## src/rtl/freq_meter.sv

```systemverilog
// Period and high-time meter for a slow asynchronous input.
// Counts CLOCK cycles between synchronized rising edges of sig_in and flags a timeout when edges stop.
module freq_meter #(
  parameter int CNT_W   = 32,
  parameter int TIMEOUT = 100_000_000
) (
  input  logic             CLOCK,
  input  logic             RESET,
  input  logic             sig_in,
  output logic [CNT_W-1:0] period,
  output logic [CNT_W-1:0] high_cycles,
  output logic             period_valid,
  output logic             timeout
);

  typedef enum logic {
    IDLE    = 1'b0,
    MEASURE = 1'b1
  } state_t;

  localparam logic [CNT_W-1:0] TIMEOUT_C = CNT_W'(TIMEOUT);
  localparam logic [CNT_W-1:0] ZERO_C    = {CNT_W{1'b0}};
  localparam logic [CNT_W-1:0] ONE_C     = {{(CNT_W-1){1'b0}}, 1'b1};

  state_t           state_q, state_d;
  logic             s1_q, s2_q, s3_q;
  logic             s1_d, s2_d, s3_d;
  logic [CNT_W-1:0] cnt_q, cnt_d;
  logic [CNT_W-1:0] hi_q, hi_d;
  logic [CNT_W-1:0] period_q, period_d;
  logic [CNT_W-1:0] high_cycles_q, high_cycles_d;
  logic             period_valid_q, period_valid_d;
  logic             timeout_q, timeout_d;
  logic             rise_s;

  assign rise_s = s2_q & ~s3_q;

  // Synchronizer chain plus edge-history stage.
  always_comb begin
    s1_d = sig_in;
    s2_d = s1_q;
    s3_d = s2_q;
  end

  // Measurement FSM: counters, results, valid strobe and timeout.
  always_comb begin
    state_d        = state_q;
    cnt_d          = cnt_q;
    hi_d           = hi_q;
    period_d       = period_q;
    high_cycles_d  = high_cycles_q;
    period_valid_d = 1'b0;
    timeout_d      = timeout_q;
    case (state_q)
      IDLE: begin
        if (rise_s) begin
          state_d   = MEASURE;
          cnt_d     = ONE_C;
          hi_d      = ONE_C;
          timeout_d = 1'b0;
        end else begin
          cnt_d = ZERO_C;
          hi_d  = ZERO_C;
        end
      end
      MEASURE: begin
        // A rise on the same cycle as cnt == TIMEOUT still counts as a valid measurement.
        if (rise_s) begin
          period_d       = cnt_q;
          high_cycles_d  = hi_q;
          period_valid_d = 1'b1;
          cnt_d          = ONE_C;
          hi_d           = ONE_C;
        end else if (cnt_q == TIMEOUT_C) begin
          state_d       = IDLE;
          timeout_d     = 1'b1;
          period_d      = ZERO_C;
          high_cycles_d = ZERO_C;
          cnt_d         = ZERO_C;
          hi_d          = ZERO_C;
        end else begin
          cnt_d = cnt_q + ONE_C;
          hi_d  = hi_q + {{(CNT_W-1){1'b0}}, s2_q};
        end
      end
      default: begin
        state_d = IDLE;
        cnt_d   = ZERO_C;
        hi_d    = ZERO_C;
      end
    endcase
  end

  // All state updates on the falling edge of CLOCK.
  always_ff @(negedge CLOCK or posedge RESET) begin
    if (RESET) begin
      state_q        <= IDLE;
      s1_q           <= 1'b0;
      s2_q           <= 1'b0;
      s3_q           <= 1'b0;
      cnt_q          <= ZERO_C;
      hi_q           <= ZERO_C;
      period_q       <= ZERO_C;
      high_cycles_q  <= ZERO_C;
      period_valid_q <= 1'b0;
      timeout_q      <= 1'b0;
    end else begin
      state_q        <= state_d;
      s1_q           <= s1_d;
      s2_q           <= s2_d;
      s3_q           <= s3_d;
      cnt_q          <= cnt_d;
      hi_q           <= hi_d;
      period_q       <= period_d;
      high_cycles_q  <= high_cycles_d;
      period_valid_q <= period_valid_d;
      timeout_q      <= timeout_d;
    end
  end

  assign period       = period_q;
  assign high_cycles  = high_cycles_q;
  assign period_valid = period_valid_q;
  assign timeout      = timeout_q;

endmodule
```

## config.mk

```make
export PLATFORM = sky130hd
export DESIGN_NAME = freq_meter
export DESIGN_NICKNAME = d
export VERILOG_FILES = /design/src/rtl/freq_meter.sv
export SDC_FILE = /design/constraint.sdc
export NUM_CORES = 1
export LEC_CHECK = 0
export CORE_MARGIN = 2
export CORE_UTILIZATION = 50
export CTS_BUF_LIST = sky130_fd_sc_hd__clkbuf_8
export DETAILED_ROUTE_END_ITERATION = 10
export PLACE_DENSITY = 0.73
export SKIP_CTS_REPAIR_TIMING = 1
export SLEW_MARGIN = 20
export SYNTH_ARGS = -nofsm -noshare
export SYNTH_HDL_FRONTEND = slang
export SYNTH_SLANG_ARGS = --single-unit
```

## constraint.sdc

```tcl
create_clock -name CLOCK -period 5 [get_ports CLOCK]
set_input_delay 0.5 -clock CLOCK [delete_from_list [all_inputs] [get_ports CLOCK]]
set_output_delay 0.5 -clock CLOCK [all_outputs]
set_load 0.01 [all_outputs]
```

==> results of run 1 <==
## cells in the mapped netlist (all sizes together), types with 5 or more instances
master / count / area [sq um]
nand2: 20 / 75.1
nand3: 24 / 130
dfrtn: 134 / 3350
xor2: 25 / 219
nor4: 6 / 73.8
inv: 16 / 60.1
xnor2: 32 / 280
clkbuf: 12 / 45.0
nand4: 19 / 140
o21ai: 5 / 25.0
buf: 17 / 103
a22o: 64 / 562
nor2: 72 / 270
nor3: 18 / 90.1
## cell type report
class	count	area, sq um	area share
timing repair buffer	73	743	0.107
inverter	16	63.8	0.00923
clock inverter	11	131	0.0190
sequential	134	3350	0.485
clock buffer	21	289	0.0418
multi-input combinational	320	2150	0.312
tap	143	179	0.0259
## flip-flops by register name (all words and copies together), names as in the netlist, 32 cells and up
register	cells
cnt_q	32
period	32
high_cycles	32
hi_q	32
## stage by stage
stage          cell area (sq um)  worst slack [ns]  hold slack (ns)  power (W)
5_1_grt                     6910             0.531            0.315    0.00244
2_1_floorplan               5730             0.444            0.292    0.00135
6_report                    6910             0.593            0.304    0.00233
4_1_cts                     6910             0.573            0.308    0.00236
3_5_place_dp                6490              1.01            0.301    0.00141
3_3_place_gp                6490              1.01            0.300    0.00141
## placed cells by master, fill, tap and decap left out, types with 5 or more instances in the layout
master and count:
clkdlybuf4s50_1 68, nor2_1 70, nand2_1 20, nor3_1 18, a22o_1 63, nand4_1 17
clkbuf_8 21, xnor2_1 32, inv_1 18, o21ai_0 5, xor2_1 25, nand3_1 22
dfrtn_1 134
## power groups by stage
stage                     combinational, W  sequential (W)  clock (W)
final                             0.000198         0.00119   0.000941
after global routing              0.000220         0.00120    0.00101
after global placement            0.000197         0.00121          0
after detailed placement          0.000200         0.00121          0
after CTS                         0.000203         0.00119   0.000965
after floorplan                   0.000141         0.00121          0
## path summary, 6_finish.rpt
| kind | endpoint | slack, ns | cells after the start |
|---|---|---|---|
| worst max-delay path | period[28] | 0.59 | 1 |
| worst min-delay path | s2_q | 0.30 | 0 |
| worst max register to register | cnt_q[2] | 2.18 | 8 |
| worst min register to register | s2_q | 0.30 | 0 |
| max in group asynchronous | cnt_q[24] | 1.60 | 3 |
| min in group asynchronous | hi_q[0] | 2.94 | 3 |
## cells by family (layout without fill, tap and decap cells)
group | after synthesis | after routing | share of synthesized area
AO/OA/AOI/OAI | 76 | 76 | 0.110
adder cells (fa/ha/maj) | 4 | 4 | 0.00873
flip-flops | 134 | 134 | 0.585
AND/OR/NAND/NOR | 183 | 183 | 0.167
buffers and inverters | 46 | 121 | 0.0419
XOR/XNOR | 57 | 57 | 0.0871
## routing by layer
metal / GRT usage / up-vias / wire length [um]
met4: 0.0856 / 0 / 265
met2: 0.310 / 91 / 5420
met1: 0.278 / 1963 / 5460
li1: - / 1875 / -
met5: 0 / - / 0
met3: 0.0525 / 20 / 476
==> impl_metrics.xml, run 1 <==
<?xml version="1.0" encoding="UTF-8"?>
<metrics>
  <group name="cells_and_area">
    <metric name="utilization" unit="">0.611</metric>
    <metric name="final_cell_count_no_fill" unit="">718</metric>
    <metric name="flow.area_growth_from_synthesis" unit="%">20.7</metric>
    <metric name="layout-drive-gt1-share" unit="">0.0835</metric>
    <metric name="fin_nets" unit="">569</metric>
    <metric name="fillerInstances" unit="">945</metric>
    <metric name="n_antenna_cell" unit="">0</metric>
  </group>
  <group name="die">
    <metric name="chipWidth" unit="um">111</metric>
    <metric name="initial_utilization" unit="">0.506</metric>
    <metric name="height_of_the_chip" unit="um">111</metric>
    <metric name="ios" unit="">69</metric>
    <metric name="die-area" unit="sq um">12300</metric>
    <metric name="core_area" unit="sq um">11300</metric>
    <metric name="cell_row_count" unit="">39</metric>
  </group>
  <group name="critical_path">
    <metric name="reg2reg_from" unit="">cnt_q[0]</metric>
    <metric name="critical_path_cell_by_cell" unit="">clkdlybuf4s50_1</metric>
    <metric name="critical-path-top-delay-family" unit="">buffers and inverters</metric>
    <metric name="timing_worst_setup_path_type" unit="">register to output port</metric>
    <metric name="cpPeakStageDelay" unit="ns">0.55</metric>
    <metric name="worst_setup_end_kind" unit="">output port</metric>
    <metric name="path_max_fanout" unit="">2</metric>
    <metric name="worstPathBufferInverterCount" unit="">1</metric>
    <metric name="critPathLaunchType" unit="">register</metric>
    <metric name="crit_path_start" unit="">period[28]</metric>
    <metric name="critical_path_cell_with_the_highest_stage_delay" unit="">clkdlybuf4s50_1</metric>
    <metric name="worstPathRequired" unit="ns">4.50</metric>
    <metric name="arrival" unit="ns">3.91</metric>
  </group>
  <group name="routing">
    <metric name="drtAntennaViolNets" unit="">0</metric>
    <metric name="drt_wl_total" unit="um">11600</metric>
    <metric name="route.detailed.wl_per_inst" unit="um">16.2</metric>
    <metric name="via_per_inst" unit="">5.50</metric>
    <metric name="routed-via-count" unit="">3949</metric>
    <metric name="remaining_drc_errors" unit="">0</metric>
    <metric name="drt_pre_antenna_iters" unit="">4</metric>
    <metric name="first_iter_violations" unit="">285</metric>
  </group>
  <group name="sta">
    <metric name="worstMarginPinSlew" unit="ns">0.704</metric>
    <metric name="setup-tns-final" unit="ns">0</metric>
    <metric name="maxSlewViolCount" unit="">0</metric>
    <metric name="rsz0062_at_grt" unit="">no</metric>
    <metric name="worst_clock_skew" unit="ns">0.00827</metric>
    <metric name="max_slew_margin" unit="">0.526</metric>
    <metric name="finalHoldViolCount" unit="">0</metric>
    <metric name="setup_viol_count_final" unit="">0</metric>
  </group>
  <group name="grt">
    <metric name="first_global_vias" unit="">3912</metric>
    <metric name="grt_usage" unit="">0.203</metric>
    <metric name="grt_start_max_net_pins" unit="">87</metric>
    <metric name="wire_length_of_the_first_global_routing_pass" unit="um">19900</metric>
    <metric name="gr-total-overflow" unit="">0</metric>
    <metric name="antenna_found_initial" unit="">0</metric>
  </group>
  <group name="clocking">
    <metric name="htreeDepth" unit="">4</metric>
    <metric name="clock-sinks" unit="">134</metric>
    <metric name="clk_pin_slew_worst_paths" unit="ns">0.05</metric>
    <metric name="worst_skew_pair.late_latency" unit="ns">0.40</metric>
    <metric name="tritoncts_clock_tree" unit="">built</metric>
    <metric name="clock-root-buffer" unit="">clkbuf_8</metric>
    <metric name="numCtsBuffers" unit="">17</metric>
    <metric name="clockBufferDepth" unit="">2</metric>
  </group>
  <group name="yosys">
    <metric name="netlist_instances" unit="">500</metric>
    <metric name="synth.ff_latch_count" unit="">134</metric>
    <metric name="async_reset_ff_frac" unit="">1.00</metric>
    <metric name="synth_edf_count" unit="">0</metric>
    <metric name="syn-mean-instance-area" unit="sq um">11.5</metric>
    <metric name="syn-num-nets" unit="">507</metric>
    <metric name="synth.lib_cells_used.distinct" unit="">36</metric>
    <metric name="yosysSeqAreaShare" unit="">0.585</metric>
    <metric name="syn-cell-area" unit="sq um">5730</metric>
    <metric name="yosysWarningCount" unit="">0</metric>
    <metric name="ys_dominant_reg_cell" unit="">dfrtn_1</metric>
  </group>
  <group name="power">
    <metric name="vdd_drop_max" unit="mV">0.193</metric>
    <metric name="power_report.internal_total" unit="W">0.00177</metric>
    <metric name="power.sequential.fraction" unit="">0.512</metric>
    <metric name="power.switching" unit="W">0.000563</metric>
    <metric name="leakage_power_figure" unit="nW">3.05</metric>
    <metric name="switching_share" unit="">0.241</metric>
    <metric name="combinationalPowerShare" unit="">0.085</metric>
    <metric name="power.density" unit="nW/um^2">337</metric>
    <metric name="power.share.clock" unit="">0.403</metric>
  </group>
  <group name="placement">
    <metric name="place.gp.congestion" unit="">0.805</metric>
    <metric name="place.port_buffers" unit="">68</metric>
    <metric name="dpl.hpwl" unit="um">7480</metric>
    <metric name="place.detailed.instances" unit="">686</metric>
  </group>
  <group name="worst_hold_path">
    <metric name="worstHoldPathType" unit="">register to register</metric>
    <metric name="hold_start" unit="">s1_q</metric>
  </group>
  <group name="run_status">
    <metric name="run_status" unit="">finished, final reports clean</metric>
  </group>
  <group name="run">
    <metric name="max-cap-violations" unit="">0</metric>
  </group>
</metrics>
Note: power is estimated with default switching activity, not from simulation.
==> run 2, diff against run 1 <==
Settings changed: CTS_CLUSTER_SIZE set to 25.
==> results of run 2 <==
The final DEF is identical to that of run 1; final timing and power are the same.
